`config.mk`:
```
export PLATFORM = sky130hd
export DESIGN_NAME = elevator_ctrl_flat
export DESIGN_NICKNAME = d
export VERILOG_FILES = /design/src/rtl/elevator_ctrl_if.sv /design/src/rtl/elevator_ctrl.sv /design/src/flat_wrapper.sv
export SDC_FILE = /design/constraint.sdc
export NUM_CORES = 1
export LEC_CHECK = 0
export BUFFER_PORTS_ARGS = -buffer_cell sky130_fd_sc_hd__buf_4
export CAP_MARGIN = 10
export CORE_MARGIN = 2
export CORE_UTILIZATION = 61
export CTS_BUF_LIST = sky130_fd_sc_hd__clkbuf_8 sky130_fd_sc_hd__clkbuf_16
export DETAILED_ROUTE_END_ITERATION = 6
export PLACE_DENSITY = 0.81
export SETUP_SLACK_MARGIN = 0.3
export SYNTH_ARGS = -nofsm -noshare
export SYNTH_HDL_FRONTEND = slang
export SYNTH_SLANG_ARGS = --single-unit
```
`constraint.sdc`:
```
create_clock -name Clock -period 3.6 [get_ports Clock]
set_input_delay 0.36 -clock Clock [delete_from_list [all_inputs] [get_ports Clock]]
set_output_delay 0.36 -clock Clock [all_outputs]
set_load 0.1 [all_outputs]
```
`src/rtl/elevator_ctrl_if.sv`:
```
// Request/status bundle between the per-floor request latches and the car controller.
// The controller drives the master side; the latch bank and observers sit on the slave side.
interface elevator_ctrl_if #(
    parameter int NUM_FLOORS = 3
);
    localparam int FW = $clog2(NUM_FLOORS);

    logic [NUM_FLOORS-1:0] req;
    logic [NUM_FLOORS-1:0] done;
    logic [FW-1:0]         cur_floor;
    logic                  moving_up;
    logic                  moving_down;
    logic                  door_open;

    modport master (
        input  req,
        output done, cur_floor, moving_up, moving_down, door_open
    );

    modport slave (
        output req,
        input  done, cur_floor, moving_up, moving_down, door_open
    );
endinterface

```
`src/rtl/elevator_ctrl.sv`:
```
// SCAN elevator car controller: moves one floor per MOVE_CYCLES, opens the door at
// requested floors and returns a one-cycle done pulse to clear the matching request latch.
module elevator_ctrl #(
    parameter int NUM_FLOORS  = 3,
    parameter int MOVE_CYCLES = 4,
    parameter int DOOR_CYCLES = 3
) (
    input  logic            Clock,
    input  logic            Reset,
    elevator_ctrl_if.master bus
);
    localparam int FW   = $clog2(NUM_FLOORS);
    localparam int MAXC = (MOVE_CYCLES > DOOR_CYCLES) ? MOVE_CYCLES : DOOR_CYCLES;
    localparam int TW   = $clog2(MAXC + 1);

    localparam logic [TW-1:0] MOVE_LAST = TW'(MOVE_CYCLES - 1);
    localparam logic [TW-1:0] DOOR_LAST = TW'(DOOR_CYCLES - 1);

    typedef enum logic [1:0] {IDLE, MOVE_UP, MOVE_DOWN, DOOR} state_t;
    typedef enum logic       {DIR_UP, DIR_DOWN}              dir_t;

    state_t        state;
    dir_t          dir;
    logic [TW-1:0] timer;

    // Request summaries relative to the current floor and to the floor about to be reached.
    logic above, below, here;
    logic here_up, ahead_up, here_dn, ahead_dn;
    int   cur_i;

    function automatic logic [NUM_FLOORS-1:0] floor_bit(input logic [FW-1:0] f);
        logic [NUM_FLOORS-1:0] onehot;
        onehot = '0;
        for (int j = 0; j < NUM_FLOORS; j++) begin
            if (int'(f) == j) onehot[j] = 1'b1;
        end
        return onehot;
    endfunction

    // NOTE: every always_comb output gets a default before any condition, so no latch is inferred.
    always_comb begin
        cur_i    = int'(bus.cur_floor);
        above    = 1'b0;
        below    = 1'b0;
        here     = 1'b0;
        here_up  = 1'b0;
        ahead_up = 1'b0;
        here_dn  = 1'b0;
        ahead_dn = 1'b0;
        for (int j = 0; j < NUM_FLOORS; j++) begin
            if (j >  cur_i)     above    = above    | bus.req[j];
            if (j <  cur_i)     below    = below    | bus.req[j];
            if (j == cur_i)     here     = bus.req[j];
            if (j == cur_i + 1) here_up  = bus.req[j];
            if (j >  cur_i + 1) ahead_up = ahead_up | bus.req[j];
            if (j == cur_i - 1) here_dn  = bus.req[j];
            if (j <  cur_i - 1) ahead_dn = ahead_dn | bus.req[j];
        end
    end

    // NOTE: sequential state uses non-blocking assignments so every flop samples pre-edge values.
    always_ff @(posedge Clock or negedge Reset) begin
        if (!Reset) begin
            state           <= IDLE;
            dir             <= DIR_UP;
            timer           <= '0;
            bus.cur_floor   <= '0;
            bus.done        <= '0;
            bus.moving_up   <= 1'b0;
            bus.moving_down <= 1'b0;
            bus.door_open   <= 1'b0;
        end else begin
            bus.done <= '0;
            case (state)
                IDLE: begin
                    timer <= '0;
                    if (here) begin
                        state         <= DOOR;
                        bus.door_open <= 1'b1;
                        if (DOOR_LAST == '0) bus.done <= floor_bit(bus.cur_floor);
                    end else if (dir == DIR_UP && above) begin
                        state         <= MOVE_UP;
                        bus.moving_up <= 1'b1;
                    end else if (dir == DIR_DOWN && below) begin
                        state           <= MOVE_DOWN;
                        bus.moving_down <= 1'b1;
                    end else if (above) begin
                        state         <= MOVE_UP;
                        dir           <= DIR_UP;
                        bus.moving_up <= 1'b1;
                    end else if (below) begin
                        state           <= MOVE_DOWN;
                        dir             <= DIR_DOWN;
                        bus.moving_down <= 1'b1;
                    end
                end

                MOVE_UP: begin
                    if (timer == MOVE_LAST) begin
                        timer         <= '0;
                        bus.cur_floor <= bus.cur_floor + FW'(1);
                        if (here_up) begin
                            state         <= DOOR;
                            bus.moving_up <= 1'b0;
                            bus.door_open <= 1'b1;
                            if (DOOR_LAST == '0) bus.done <= floor_bit(bus.cur_floor + FW'(1));
                        end else if (!ahead_up) begin
                            // Requests withdrawn mid-trip: park and re-evaluate.
                            state         <= IDLE;
                            bus.moving_up <= 1'b0;
                        end
                    end else begin
                        timer <= timer + TW'(1);
                    end
                end

                MOVE_DOWN: begin
                    if (timer == MOVE_LAST) begin
                        timer         <= '0;
                        bus.cur_floor <= bus.cur_floor - FW'(1);
                        if (here_dn) begin
                            state           <= DOOR;
                            bus.moving_down <= 1'b0;
                            bus.door_open   <= 1'b1;
                            if (DOOR_LAST == '0) bus.done <= floor_bit(bus.cur_floor - FW'(1));
                        end else if (!ahead_dn) begin
                            state           <= IDLE;
                            bus.moving_down <= 1'b0;
                        end
                    end else begin
                        timer <= timer + TW'(1);
                    end
                end

                DOOR: begin
                    if (timer == DOOR_LAST) begin
                        state         <= IDLE;
                        timer         <= '0;
                        bus.door_open <= 1'b0;
                    end else begin
                        timer <= timer + TW'(1);
                        // done is registered, so it is raised on the edge entering the final door cycle.
                        if (timer + TW'(1) == DOOR_LAST) bus.done <= floor_bit(bus.cur_floor);
                    end
                end

                default: state <= IDLE;
            endcase
        end
    end
endmodule

```
`src/flat_wrapper.sv`:
```
// flat-port wrapper written by rule: the top's interface ports become plain ports
module elevator_ctrl_flat 
#(
    parameter int NUM_FLOORS  = 3,
    parameter int MOVE_CYCLES = 4,
    parameter int DOOR_CYCLES = 3
)
  (Clock, Reset, bus_req, bus_done, bus_cur_floor, bus_moving_up, bus_moving_down, bus_door_open);
  elevator_ctrl_if #(.NUM_FLOORS(NUM_FLOORS)) bus_i ();
  input  logic Clock;
  input  logic Reset;
  input wire logic [$bits(bus_i.req)-1:0] bus_req;
  output wire logic [$bits(bus_i.done)-1:0] bus_done;
  output wire logic [$bits(bus_i.cur_floor)-1:0] bus_cur_floor;
  output wire logic [$bits(bus_i.moving_up)-1:0] bus_moving_up;
  output wire logic [$bits(bus_i.moving_down)-1:0] bus_moving_down;
  output wire logic [$bits(bus_i.door_open)-1:0] bus_door_open;
  assign bus_i.req = bus_req;
  assign bus_done = bus_i.done;
  assign bus_cur_floor = bus_i.cur_floor;
  assign bus_moving_up = bus_i.moving_up;
  assign bus_moving_down = bus_i.moving_down;
  assign bus_door_open = bus_i.door_open;
  elevator_ctrl #(.NUM_FLOORS(NUM_FLOORS), .MOVE_CYCLES(MOVE_CYCLES), .DOOR_CYCLES(DOOR_CYCLES)) u_core (.Clock(Clock), .Reset(Reset), .bus(bus_i));
endmodule
```
# == Word-level counts from Yosys, hierarchy flattened ==
# Cells that the tools add are included.
# totals
reg_bits,14
inputBits,5
output_inout_bits,8
wordCells,151
# classes
addsub,5
order_cmp,11
n_eq_ne,29
n_mux,70
bitwise,11
n_reduce_logical,17
# op_table
cell,n
"== test 2 x 32 -> 1 bit, first input constant",2
"== test 3 x 32 -> 1 bit, first input constant",2
logical NOT 32 bit,2
2-to-1 mux 1 bit,45
"greater-than comparator 1 x 32 -> 1 bit, first input constant",1
"greater-than comparator 2 x 32 -> 1 bit, first input constant",1
"greater-than comparator 3 x 32 -> 1 bit, first input constant",1
"< comparator 1 x 32 -> 1 bit, first input constant",1
"< comparator 2 x 32 -> 1 bit, first input constant",1
"< comparator 3 x 32 -> 1 bit, first input constant",1
2-to-1 mux 2 bit,14
AND reduction 6 bit,3
2-to-1 mux 3 bit,5
"inequality test 2 x 1 -> 1 bit, second input constant",6
"== test 3 x 2 -> 1 bit, second input constant",3
"inequality test 3 x 2 -> 1 bit, second input constant",3
one-hot mux 3 bit (3 select lines),1
"== test 2 bit, second input constant",4
one-hot mux 2 bit (4 select lines),1
nonzero test 2 bit,4
OR 1 bit,7
AND reduction 7 bit,1
"inequality test 3 x 1 -> 1 bit, second input constant",2
"inequality test 6 x 1 -> 1 bit, second input constant",1
22 further kinds,31

# == Depth between registers and ports, before layout ==
# depth
word_depth,12
ltp_mapped,7
ltp_nobuf,7

# == Least setup slack after synthesis ==
# No wires, ideal clock.
# synth_timing
path_kind,register -> register
from,reg u_core.bus.cur_floor[1]
to,reg u_core.state[0]
setup_ns,0.127
t_arrival_ns,2.699
t_required_ns,3.473
path_slack_ns,0.773
path_stages_with_launch,8
path_buffers,0
period_less_slack_ns,2.827
path_cell_list,dfrtp_1 -> inv_1 -> ha_1 -> xnor2_1 -> a221o_1 -> a31oi_1 -> o2111a_2 -> mux2_1
# synth_between
elab_chain_cells,11
elab_cells_between_ends,64
cone_classes,add/sub (2); order compare (11); eq/ne (9); mux (29); bitwise (7); reduce/logical (6)
# synth_lines
item,line,rtl
"start, declared",elevator_ctrl_if.sv:17,"output done, cur_floor, moving_up, moving_down, door_open"
"start signal, assigned",elevator_ctrl.sv:101,bus.cur_floor <= bus.cur_floor + FW'(1);
"start signal, assigned",elevator_ctrl.sv:120,bus.cur_floor <= bus.cur_floor - FW'(1);
"parallel branches: the longest is 11 deep, another holds < comparator 1 x 32 -> 1 bit",--,
"end signal, assigned",elevator_ctrl.sv:78,state <= DOOR;
"end signal, assigned",elevator_ctrl.sv:82,state <= MOVE_UP;
"end signal, assigned",elevator_ctrl.sv:85,state <= MOVE_DOWN;
"end, declared",elevator_ctrl.sv:22,state_t state;
# Several ways; the timed one is not identified. The select of a mux whose other input is x is not followed.
# A chain may end at the register's enable or synchronous reset.

# == Worst setup path after layout ==
# layout_timing
from,reg u_core.bus.cur_floor[1]
to,reg u_core.state[1]
# Same word-level chain as after synthesis.

==> flow_summary.yaml <==
die:
  core_um2: 1730
  num_io_pins: 13
  start_util_pct: 65.1
  dieArea_um2: 2200
  num_rows: 15
  fp.dieH_um: 46.9
  dieWidth_um: 46.9
setup_path:
  rr_endpoint: "u_core.state[1]$_DFFE_PN0P_"
  critPathKind: "flop to flop"
  critPathMaxStageDelay_ns: 0.45
  cp_cell_sequence: "inv_1, ha_1, and3b_1, a211oi_1, nand4_1, o2111a_2, mux2_1"
  cp_slowest_cell: "dfrtp_1"
  cp_data_required_time_ns: 3.73
  arrival_ns: 2.55
  rrSetupSlack_ns: 1.18
  startpoint_type: "flop"
  reg2reg_from: "u_core.bus.cur_floor[1]$_DFFE_PN0P_"
  reg2reg_depth: 7
  critPathMaxFanout: 7
  critPathCaptureType: "flop"
synthesis:
  synth_cell_types: 38
  synth_simple_gate_area_share_pct: 15.7
  syn-instance-count: 119
  yosys_most_used_dff: "dfrtp_1"
  synth.most_common_cell: "ha_1"
  synth-seq-cells: 14
  syn_area_per_cell_um2: 9.45
  synth_top_area_share_pct: 31.1
  synth_edf_count: 0
  synth-xor-area-share_pct: 1.56
  synth_top_area_cell: "dfrtp_1"
  synth_common_cells: "ha_1, inv_1, dfrtp_1"
  yosys_warnings: 0
  synthMuxAreaShare_pct: 2.89
  synth_compound_area_share_pct: 24.1
  synthAdderAreaFrac_pct: 18.9
  synth_top_family_by_area: "compound AO/OA/AOI/OAI gates"
  async_flop_share_pct: 100
  synth_fp_nets: 141
  yosysSeqAreaShare_pct: 31.1
  synthTopCellsByArea: "dfrtp_1, ha_1, inv_1, a21oi_1, and4_1"
  syn_area_um2: 1120
layout:
  layout.nets: 159
  diodes: 0
  final_cell_area_um2: 1310
  fill_cells: 130
  layout-area-overhead-vs-synth_pct: 16.6
  drive_gt1_share_pct: 19.1
  fin_cells: 161
sta:
  setup_ws_ns: 1.18
  rsz0062_at_grt: "no"
  finalCritPeriodShare_pct: 67.1
  final_hold_viol_count: 0
  setup_viol: 0
  hold-worst-slack_ns: 0.499
  setup-tns-final_ns: 0
  maxSlewViolCount: 0
  max_freq_mhz: 414
  period_minus_slack_ns: 2.42
  skew_ns: 0.000831
  tightestPinTransition_ns: 0.469
  relSlewSlack_pct: 68.5
detailed_routing:
  drt_iter0_drc: 30
  drc: 0
  num_vias: 969
  via_per_inst: 6.02
  wl_per_cell_um: 15.4
  firstDrtPassIters: 4
  final_antenna_net_count: 0
  drt_wl_total_um: 2480
grt:
  busiest_layer: "met2"
  first_global_vias: 895
  gr-usage-all-layers_pct: 26.3
  grt_first_pass_wirelength_um: 4060
  use_met1_pct: 34.6
  grt_util_met3_pct: 4.62
  antenna_found_initial: 0
  grt_remaining_overflow: 0
  grt_start_max_net_pins: 15
  grt_use_met2_pct: 41.9
clock_tree:
  ctsLongestPathBuffers: 2
  cts_tree: "built"
  clk_latency_ns: 0.25
  clkTransAtPathRegs_ns: 0.06
  numCtsBuffers: 3
  clock_sinks: 14
  cts_max_level: 1
  root_buffer: "clkbuf_8"
placed_design:
  dp_slack_ns: 1.24
  dp_cells: 156
  io_buffers: 12
  place_area_um2: 1250
  dpl.hpwl_um: 1850
  gp_congestion: 0.984
pwr:
  power.leakage_nw: 0.611
  power_density_nw_per_um2: 864
  ir_drop_mv: 0.561
status:
  status: "completed"
flow_run:
  drv_cap: 0
worst_hold_path:
  hp-class: "input port to async pin"
[critical path: cells and delay by family (launching register included)]
kind                     cells  cell delay (ns)
flip-flops                   1             0.45
multiplexers                 1             0.31
AO/OA/AOI/OAI                2             0.61
buffers and inverters        1             0.20
AND/OR/NAND/NOR              2             0.42
adder cells (fa/ha/maj)      1             0.31
[repair_timing]
item	in CTS	in global routing
resized for setup	0	0
endpoints found under the setup margin	0	0
setup buffers	0	0
hold buffers	1	0
endpoints found under the hold margin	14	0
[registers in the layout, summed over array words and instances, names as in the netlist]
name / flops
u_core.bus.moving_up: 1
u_core.bus.done: 3
u_core.timer: 3
u_core.bus.door_open: 1
u_core.bus.cur_floor: 2
u_core.bus.moving_down: 1
u_core.state: 2
u_core.dir: 1
[where the power goes]
part           total, mW  internal [mW]  switching (mW)
clock network      0.157         0.0971          0.0602
registers          0.255          0.206          0.0494
logic              0.721          0.251           0.471
[layout make-up]
cell class	count	area, um2	area share [%]
sequential	14	350	26.7
inverter	17	63.8	4.87
tap	25	31.3	2.39
timing repair buffer	13	100	7.63
multi-input combinational	88	711	54.2
clock buffer	4	55.1	4.20
[placed cells by master, fill, tap and decap left out, types with 3 or more instances in the layout]
cell type / instances
nor2_1: 6
buf_4: 12
nand3b_1: 3
o21ai_1: 5
inv_1: 15
ha_1: 17
clkbuf_8: 4
nand2_1: 3
nand4_1: 3
and4_1: 3
o21ai_0: 5
dfrtp_1: 14
a21oi_1: 11
[metrics by stage]
step,total power [mW],util (%)
5_1_grt,1.20,75.9
4_1_cts,1.13,75.9
2_1_floorplan,0.813,-
3_5_place_dp,0.965,72.2
6_report,1.13,75.9
3_3_place_gp,0.955,72.2
[metal layers]
layer	share of wire [%]	vias to the layer above	wire length, um
met5	0	-	0
met4	2.0	0	50
met3	6.4	7	160
met2	47	47	1160
met1	45	454	1110
li1	-	461	-
[how the worst max path moves through the flow]
| stage | endpoint | cells past startpoint | from |
|---|---|---|---|
| 3_5_place_dp | u_core.state[1]$_DFFE_PN0P_ | 7 | u_core.bus.cur_floor[1]$_DFFE_PN0P_ |
| 4_1_cts | u_core.state[1]$_DFFE_PN0P_ | 7 | u_core.bus.cur_floor[1]$_DFFE_PN0P_ |
| 5_1_grt | u_core.state[1]$_DFFE_PN0P_ | 7 | u_core.bus.cur_floor[1]$_DFFE_PN0P_ |
| 3_3_place_gp | u_core.state[1]$_DFFE_PN0P_ | 7 | u_core.bus.cur_floor[1]$_DFFE_PN0P_ |
| 2_1_floorplan | u_core.state[0]$_DFFE_PN0P_ | 7 | u_core.bus.cur_floor[1]$_DFFE_PN0P_ |
| 6_report | u_core.state[1]$_DFFE_PN0P_ | 7 | u_core.bus.cur_floor[1]$_DFFE_PN0P_ |
[kinds of logic (layout without fill, tap and decap cells)]
family	after synthesis	after routing
flops	14	14
fa+ha+maj	17	17
mux	3	3
buf+inv	17	34
compound gates	38	38
xor+xnor	2	2
simple gates	28	28
No activity file was read; power rests on OpenSTA's default activity.
